<file path="src/rtl/gcd_ci_pkg.sv">
// Shared types and defaults for the GCD custom-instruction master.
package gcd_ci_pkg;

    typedef enum logic [1:0] {IDLE, ISSUE, WAIT, RESP} gcd_mst_state_t;

    localparam int GCD_DATA_W      = 32;
    localparam int GCD_TIMEOUT_DEF = 4096;

endpackage

</file>
<file path="src/rtl/ci_timeout_ctr.sv">
// Cycle counter bounding how long the master waits for the slave's done pulse.
module ci_timeout_ctr #(
    parameter int TIMEOUT_CYC = 4096
) (
    input  logic clk,
    input  logic reset,
    input  logic clear,
    input  logic enable,
    output logic tc
);

    localparam int CW = $clog2(TIMEOUT_CYC) + 1;

    logic [CW-1:0] count;

    // Holds at terminal count so a stalled enable can never wrap back to zero.
    always_ff @(posedge clk) begin
        if (reset || clear)
            count <= '0;
        else if (enable && !tc)
            count <= count + 1'b1;
    end

    assign tc = (count == CW'(TIMEOUT_CYC - 1));

endmodule

</file>
<file path="src/rtl/gcd_ci_master.sv">
// Drives a multicycle GCD CI slave from a valid/ready request port and returns
// the result on a valid/ready response port, with zero-operand bypass and timeout.
module gcd_ci_master
    import gcd_ci_pkg::*;
#(
    parameter int DATA_W      = GCD_DATA_W,
    parameter int TIMEOUT_CYC = GCD_TIMEOUT_DEF
) (
    input  logic              csi_clk,
    input  logic              rsi_reset,
    input  logic              req_valid,
    output logic              req_ready,
    input  logic [DATA_W-1:0] req_a,
    input  logic [DATA_W-1:0] req_b,
    output logic              ci_start,
    output logic [DATA_W-1:0] ci_dataa,
    output logic [DATA_W-1:0] ci_datab,
    input  logic              ci_done,
    input  logic [DATA_W-1:0] ci_result,
    output logic              rsp_valid,
    input  logic              rsp_ready,
    output logic [DATA_W-1:0] rsp_result,
    output logic              rsp_timeout,
    output logic              rsp_bypass,
    output logic              busy
);

    gcd_mst_state_t state;
    logic           tc;

    ci_timeout_ctr #(.TIMEOUT_CYC(TIMEOUT_CYC)) u_timeout (
        .clk    (csi_clk),
        .reset  (rsi_reset),
        .clear  (state == ISSUE),
        .enable (state == WAIT),
        .tc     (tc)
    );

    assign req_ready = (state == IDLE);
    assign busy      = (state != IDLE);

    always_ff @(posedge csi_clk) begin
        if (rsi_reset) begin
            state       <= IDLE;
            ci_start    <= 1'b0;
            ci_dataa    <= '0;
            ci_datab    <= '0;
            rsp_valid   <= 1'b0;
            rsp_result  <= '0;
            rsp_timeout <= 1'b0;
            rsp_bypass  <= 1'b0;
        end else begin
            ci_start <= 1'b0;
            case (state)
                IDLE: begin
                    if (req_valid) begin
                        rsp_timeout <= 1'b0;
                        rsp_bypass  <= 1'b0;
                        // A zero operand would keep the slave iterating forever.
                        if (req_a == '0 || req_b == '0) begin
                            rsp_result <= req_a | req_b;
                            rsp_bypass <= 1'b1;
                            rsp_valid  <= 1'b1;
                            state      <= RESP;
                        end else begin
                            ci_dataa <= req_a;
                            ci_datab <= req_b;
                            ci_start <= 1'b1;
                            state    <= ISSUE;
                        end
                    end
                end
                ISSUE: state <= WAIT;
                WAIT: begin
                    // A done arriving on the terminal-count cycle still counts.
                    if (ci_done) begin
                        rsp_result <= ci_result;
                        rsp_valid  <= 1'b1;
                        state      <= RESP;
                    end else if (tc) begin
                        rsp_result  <= '0;
                        rsp_timeout <= 1'b1;
                        rsp_valid   <= 1'b1;
                        state       <= RESP;
                    end
                end
                RESP: begin
                    if (rsp_ready) begin
                        rsp_valid <= 1'b0;
                        state     <= IDLE;
                    end
                end
                default: state <= IDLE;
            endcase
        end
    end

endmodule
</file>
<file path="config.mk">
export PLATFORM = sky130hd
export DESIGN_NAME = gcd_ci_master
export DESIGN_NICKNAME = d
export VERILOG_FILES = /design/src/rtl/gcd_ci_pkg.sv /design/src/rtl/ci_timeout_ctr.sv /design/src/rtl/gcd_ci_master.sv
export SDC_FILE = /design/constraint.sdc
export NUM_CORES = 1
export LEC_CHECK = 0
export ABC_AREA = 1
export BUFFER_PORTS_ARGS = -buffer_cell sky130_fd_sc_hd__buf_2
export CAP_MARGIN = 20
export CORE_MARGIN = 2
export CORE_UTILIZATION = 30
export CTS_CLUSTER_DIAMETER = 60
export DETAILED_ROUTE_END_ITERATION = 6
export GPL_ROUTABILITY_DRIVEN = 0
export PLACE_DENSITY_LB_ADDON = 0.3
export REMOVE_ABC_BUFFERS = 1
export SYNTH_ARGS = -nofsm -noshare
export SYNTH_HDL_FRONTEND = slang
export SYNTH_SLANG_ARGS = --single-unit
</file>
<file path="constraint.sdc">
create_clock -name csi_clk -period 2.1 [get_ports csi_clk]
set_input_delay 0.105 -clock csi_clk [delete_from_list [all_inputs] [get_ports csi_clk]]
set_output_delay 0.105 -clock csi_clk [all_outputs]
set_load 0.1 [all_outputs]
</file>
==> flow_metrics.tcl, run 1 <==
set metrics [dict create \
    ff_latch_area_sq_um 2300 \
    hold_slack_ps 27.6 \
    detailed_place_hpwl_mm 12.3 \
    synth_area_leaders "dfxtp_1 (44%), nand2_1 (14%), nand3_1 (10%)" \
    area_growth_pct 46.6 \
    ir_drop_mv 1.01 \
    report.final.hold_viol_count 0 \
    wirelength_mm 17.9 \
    max_freq_mhz 532 \
    r2r-start "u_timeout.count[0]$_SDFFE_PP0N_" \
    rsz0062_at_grt "false" \
    power_uw 13200 \
    crit_top_cell "inv_1" \
    drtAntennaViolNets 0 \
    slew_violations 0 \
    wl_per_cell_um 14.2 \
    cts_buffers 17 \
    avgSynthCellArea_sq_um 6.86 \
    ctsLongestPathBuffers 2 \
    clock_latency_ps 420 \
    std_cell_rows 48 \
    leakage_uw 0.00386 \
    grt_max_degree 66 \
    htree_levels 4 \
    worstPathCellList "inv_1 > ha_1 > inv_1 > buf_2" \
    clk_pin_slew_worst_paths_ps 60 \
    setup_viol 0 \
    dieArea_sq_um 18500 \
    worstSetupPathType "reg2out" \
    yosysTopAreaCell "dfxtp_1" \
    worstMarginPinSlew_ps 562 \
    antenna_found_initial 0 \
    period_share_pct 89.5 \
    grt_overflow_total 0 \
    reg2reg_to "u_timeout.count[10]$_SDFFE_PP0N_" \
    ff2ff_path_depth 9 \
    multiInputGateArea_sq_um 2500 \
    hold_class "in2reg" \
    vias 5791 \
    drc 0 \
    start_util_pct 30.5 \
    antenna_cells 0 \
    viasPerCell 4.60 \
    fp.dieH_um 136 \
    clock-root-buffer "clkbuf_16" \
    min_period_ps 1880 \
    syn-instance-count 763 \
    arrival_ps 1770 \
    layout.nets 1126 \
    coreArea_sq_um 17200 \
    status "finished clean" \
    post_cts_buffers 0 \
    cp-start-kind "register" \
    power-per-cell-area_nw_per_um2 1720 \
    pin_count 203 \
    ys.warnings.count 0 \
    worst_ep_required_time_ps 2000 \
    num-fill-cells 1773 \
    ys_seq_area_share_pct 44.0 \
    clock_skew_ps 13.8 \
    hp-start "ci_result[2]" \
    netlist.area_leader.share_pct 44.0 \
    first_pass_iters 5 \
    cts_resized 0 \
    crit_path_end_kind "primary output" \
    grt_pass1_vias 5456 \
    tritoncts "built" \
    cts_hold_buffers 65 \
    die_x_um 136 \
    drive_above_1_share_pct 25.1 \
    slowest_stage "buf_2" \
    setup.worst_path.start "state[0]$_SDFFE_PP0P_" \
    maxSlewHeadroom_pct 62.5 \
    path_max_fanout 8 \
    ys_seq_elements 115 \
    worstSetupEndpoint "busy" \
    r2r_slack_ps 330 \
    drt-initial-drc-count 311 \
    port_buffers 202 \
    grt_pass1_wl_mm 27.7 \
    synth_cell_types 28 \
    critical-path-max-stage-delay_ps 450 \
    grt_util_all_layers_pct 19.3 \
    maxCapViolCount 0 \
    clock-sinks 115 \
    netlist_area_sq_um 5240 \
]
[cell families after synthesis]
kind of cell / after synthesis / share of synthesized area, %
fa+ha+maj: 5 / 1.19
buf+inv: 83 / 8.46
compound gates: 90 / 8.65
xor+xnor: 2 / 0.335
flops: 115 / 44.0
simple gates: 468 / 37.4
[worst min path at each step]
stage	to	slack [ps]	cells past startpoint
floorplan	state[1]$_SDFFE_PP0P_	170	1
global placement	ci_dataa[27]$_SDFFE_PP0P_	320	3
detailed placement	ci_dataa[27]$_SDFFE_PP0P_	330	3
CTS	rsp_result[29]$_SDFFE_PP0P_	20	5
global route	rsp_result[13]$_SDFFE_PP0P_	40	5
finish	rsp_result[2]$_SDFFE_PP0P_	30	5
[final cells by class]
type	count	area share, %
multi-input cells	565	32.6
flip-flops and latches	115	30.0
repair buffers	283	23.9
clock buffers	23	6.35
well taps	225	3.67
inverters	38	1.94
clock inverters	9	1.65
[critical path: cells and delay by family (launching register included)]
kind,cells,cell delay [ps]
flops,1,370
buf+inv,3,670
fa+ha+maj,1,330
[cells in the mapped netlist]
cell / instances
a21oi_1: 77
nor4_1: 2
nand3_1: 105
clkbuf_1: 12
buf_1: 5
o21ai_0: 11
nor2_1: 140
buf_2: 11
nand4_4: 1
and3_1: 1
nand2_2: 1
nor2_2: 1
a31oi_1: 1
inv_1: 33
and2_1: 3
or2_2: 1
o22ai_1: 1
inv_2: 4
ha_1: 5
nand2_1: 200
nand4_1: 8
nand3_2: 1
xor2_1: 2
nor3_1: 4
buf_4: 4
clkinv_4: 1
dfxtp_1: 115
buf_6: 13
[state kept, by name (all words and copies together) (netlist names)]
register,cells
ci_start,1
ci_dataa,32
rsp_result,32
rsp_timeout,1
state,2
rsp_valid,1
rsp_bypass,1
ci_datab,32
u_timeout.count,13
[metrics by stage]
step           setup TNS [ps]  area, sq um  setup WS [ps]  util, %  std cells
2_1_floorplan         -144770         4940          -1660        -        718
3_3_place_gp                0         6410            313     37.3       1161
3_5_place_dp                0         6410            291     37.3       1161
4_1_cts                     0         7680            207     44.7       1258
5_1_grt                     0         7680           66.2     44.7       1258
6_report                    0         7680            220     44.7       1258
[power by group]
group          switching (uW)  internal [uW]
Combinational            5900           1330
Sequential                279           2730
Clock                    1020           1980
[per-layer routing]
layer | vias up | share of wire (%) | track usage, % | routed length (um)
li1 | 2977 | - | - | -
met1 | 2613 | 44 | 23.3 | 7840
met3 | 26 | 6.9 | 6.00 | 1240
met2 | 175 | 47 | 32.7 | 8480
met5 | - | 0 | 0 | 0
met4 | 0 | 1.7 | 6.42 | 302
[placed cells by master, fill, tap and decap left out, drive strengths merged]
master,netlist,routed
dfxtp,115,115
buf,33,218
clkinv,1,7
nand4,9,9
clkinvlp,0,1
dlygate4sd3,0,65
or2,1,1
bufinv,0,3
a21oi,77,77
nor3,4,4
nand2,201,201
nor2,141,141
clkbuf,12,23
nor4,2,2
nand3,106,106
and2,3,3
and3,1,1
a31oi,1,1
o22ai,1,1
o21ai,11,11
inv,37,36
xor2,2,2
ha,5,5
Power figures use the tool's default switching activity.
==> inputs of run 2 (changes only) <==
Settings changed: CORE_MARGIN 2 to not set.
==> run 2 against run 1 <==
Compared with the run above: final cell count shrank 0.40%; global-route usage grew 0.51 points; final area grew 0.31%; fmax grew 3.3%; setup slack gained 60 ps; critical endpoint is now u_timeout.count[8]$_SDFFE_PP0N_; clock skew shrank 5.5 ps; count of clock-buffer cells in the layout shrank 3; core utilization grew 1.1 points; power shrank 0.30%; largest power group unchanged; wire length shrank 0.62%; clock power shrank 6.7%; non-clock buffer count grew 2.
==> flow_metrics.tcl, run 2 (same netlist as run 1, synthesis figures left out) <==
set metrics [dict create \
    start_util_pct 31.1 \
    leakage_uw 0.00385 \
    vias 5823 \
    first_pass_iters 4 \
    worst_ep_required_time_ps 2410 \
    cp-start-kind "register" \
    layout_common_cells "buf_2 (202), nand2_1 (200), nor2_1 (140)" \
    drtAntennaViolNets 0 \
    grt_pass1_wl_mm 27.6 \
    die_x_um 134 \
    layout.nets 1128 \
    grt_max_degree 48 \
    setup_tns_ps 0 \
    placedCellCount 1158 \
    period_share_pct 86.7 \
    post_cts_buffers 0 \
    drive_above_1_share_pct 25.2 \
    min_period_ps 1820 \
    wirelength_mm 17.7 \
    port_buffers 202 \
    drc 0 \
    status "finished clean" \
    grt_util_all_layers_pct 19.9 \
    clock-sinks 115 \
    ff2ff_path_depth 7 \
    power-per-cell-area_nw_per_um2 1710 \
    htree_levels 4 \
    clk_pin_slew_worst_paths_ps 60 \
    maxCapViolCount 0 \
    clock_latency_ps 420 \
    clock_skew_ps 8.27 \
    crit_path_end_kind "register" \
    worstPathCellList "inv_1 > ha_2 > nand2_1 > nor2_1 > nand3_1 > o21ai_0 > a21oi_1" \
    drt-initial-drc-count 277 \
    coreArea_sq_um 16800 \
    ctsLongestPathBuffers 2 \
    hold_class "in2reg" \
    wl_per_cell_um 14.2 \
    r2r-start "state[0]$_SDFFE_PP0P_" \
    setup_viol 0 \
    ir_drop_mv 0.900 \
    grt_pass1_vias 5343 \
    top_regs "ci_dataa: 32 flops, ci_datab: 32 flops, rsp_result: 32 flops" \
    setup.worst_path.start "state[0]$_SDFFE_PP0P_" \
    arrival_ps 2130 \
    antenna_found_initial 0 \
    rsz0062_at_grt "false" \
    slew_violations 0 \
    worstSetupPathType "reg2reg" \
    maxSlewHeadroom_pct 65.4 \
    report.final.hold_viol_count 0 \
    fp.dieH_um 134 \
    post-route-util_pct 45.8 \
    max_freq_mhz 549 \
    slowest_stage "ha_2" \
    cts_resized 0 \
    worstMarginPinSlew_ps 522 \
    critical-path-max-stage-delay_ps 360 \
    viasPerCell 4.65 \
    antenna_cells 0 \
    worstSetupEndpoint "u_timeout.count[8]$_SDFFE_PP0N_" \
    tritoncts "built" \
    mostFrequentLayoutCell "buf_2" \
    num-fill-cells 1719 \
    clock-root-buffer "clkbuf_16" \
    r2r_slack_ps 280 \
    std_cell_rows 47 \
    stdcell_count 1253 \
    detailed_place_hpwl_mm 12.3 \
    area_growth_pct 47.1 \
    cts_buffers 17 \
    dieArea_sq_um 18000 \
    pin_count 203 \
    cts_hold_buffers 65 \
    grt_overflow_total 0 \
    reg2reg_to "u_timeout.count[8]$_SDFFE_PP0N_" \
    path_max_fanout 13 \
]
[run 2: changes by cell type in the layout (fill, tap and decap cells not counted), sizes merged]
cell and delta:
clkinv -1, clkinvlp +3, clkbuf -3, buf +2, bufinv -1
[run 2: worst max-delay path: cells and delay by family, from the launching register on]
| kind | cells | cell delay, ps |
|---|---|---|
| fa+ha+maj | 1 | 360 |
| flops | 1 | 340 |
| compound gates | 2 | 220 |
| simple gates | 3 | 710 |
| buf+inv | 1 | 90 |
[run 2: stage by stage]
stage / setup slack (ps) / instance area [sq um] / hold slack (ps) / power (uW)
after floorplan: -1660 / 4940 / 174 / 8640
after global placement: 256 / 6480 / 325 / 10400
after detailed placement: 282 / 6480 / 325 / 10400
after CTS: 276 / 7700 / 18.3 / 13300
after global routing: 24.4 / 7700 / 42.3 / 13800
final: 280 / 7700 / 29.4 / 13200
[run 2: per-layer routing]
layer  vias to the layer above  GRT usage [%]  routed length [um]
met2                       219           32.7                8330
li1                       2980              -                   -
met3                        17           5.29                1280
met1                      2607           25.4                7960
met4                         0           5.74                 169
met5                         -              0                   0
[run 2: how the worst min path moves through the flow]
stage                              from                           to  cells past startpoint
after floorplan               rsi_reset        state[1]$_SDFFE_PP0P_                      1
after global placement        req_a[13]    ci_dataa[13]$_SDFFE_PP0P_                      3
after detailed placement      req_a[13]    ci_dataa[13]$_SDFFE_PP0P_                      3
after CTS                 ci_result[26]  rsp_result[26]$_SDFFE_PP0P_                      5
after global routing      ci_result[29]  rsp_result[29]$_SDFFE_PP0P_                      5
final                     ci_result[11]  rsp_result[11]$_SDFFE_PP0P_                      5
[run 2: where the power goes]
group / internal [uW] / leakage, uW / switching (uW)
clock: 1780 / 0.000270 / 1020
combinational: 1460 / 0.00264 / 5920
sequential: 2740 / 0.000941 / 295
total: 5980 / 0.00385 / 7230
[run 2: cell type report]
class / count / area [sq um] / share of cell area [%]
flip-flops and latches: 115 / 2300 / 29.9
well taps: 220 / 275 / 3.57
clock inverters: 10 / 110 / 1.43
inverters: 38 / 149 / 1.93
repair buffers: 285 / 1910 / 24.8
clock buffers: 20 / 457 / 5.93
multi-input cells: 565 / 2500 / 32.5
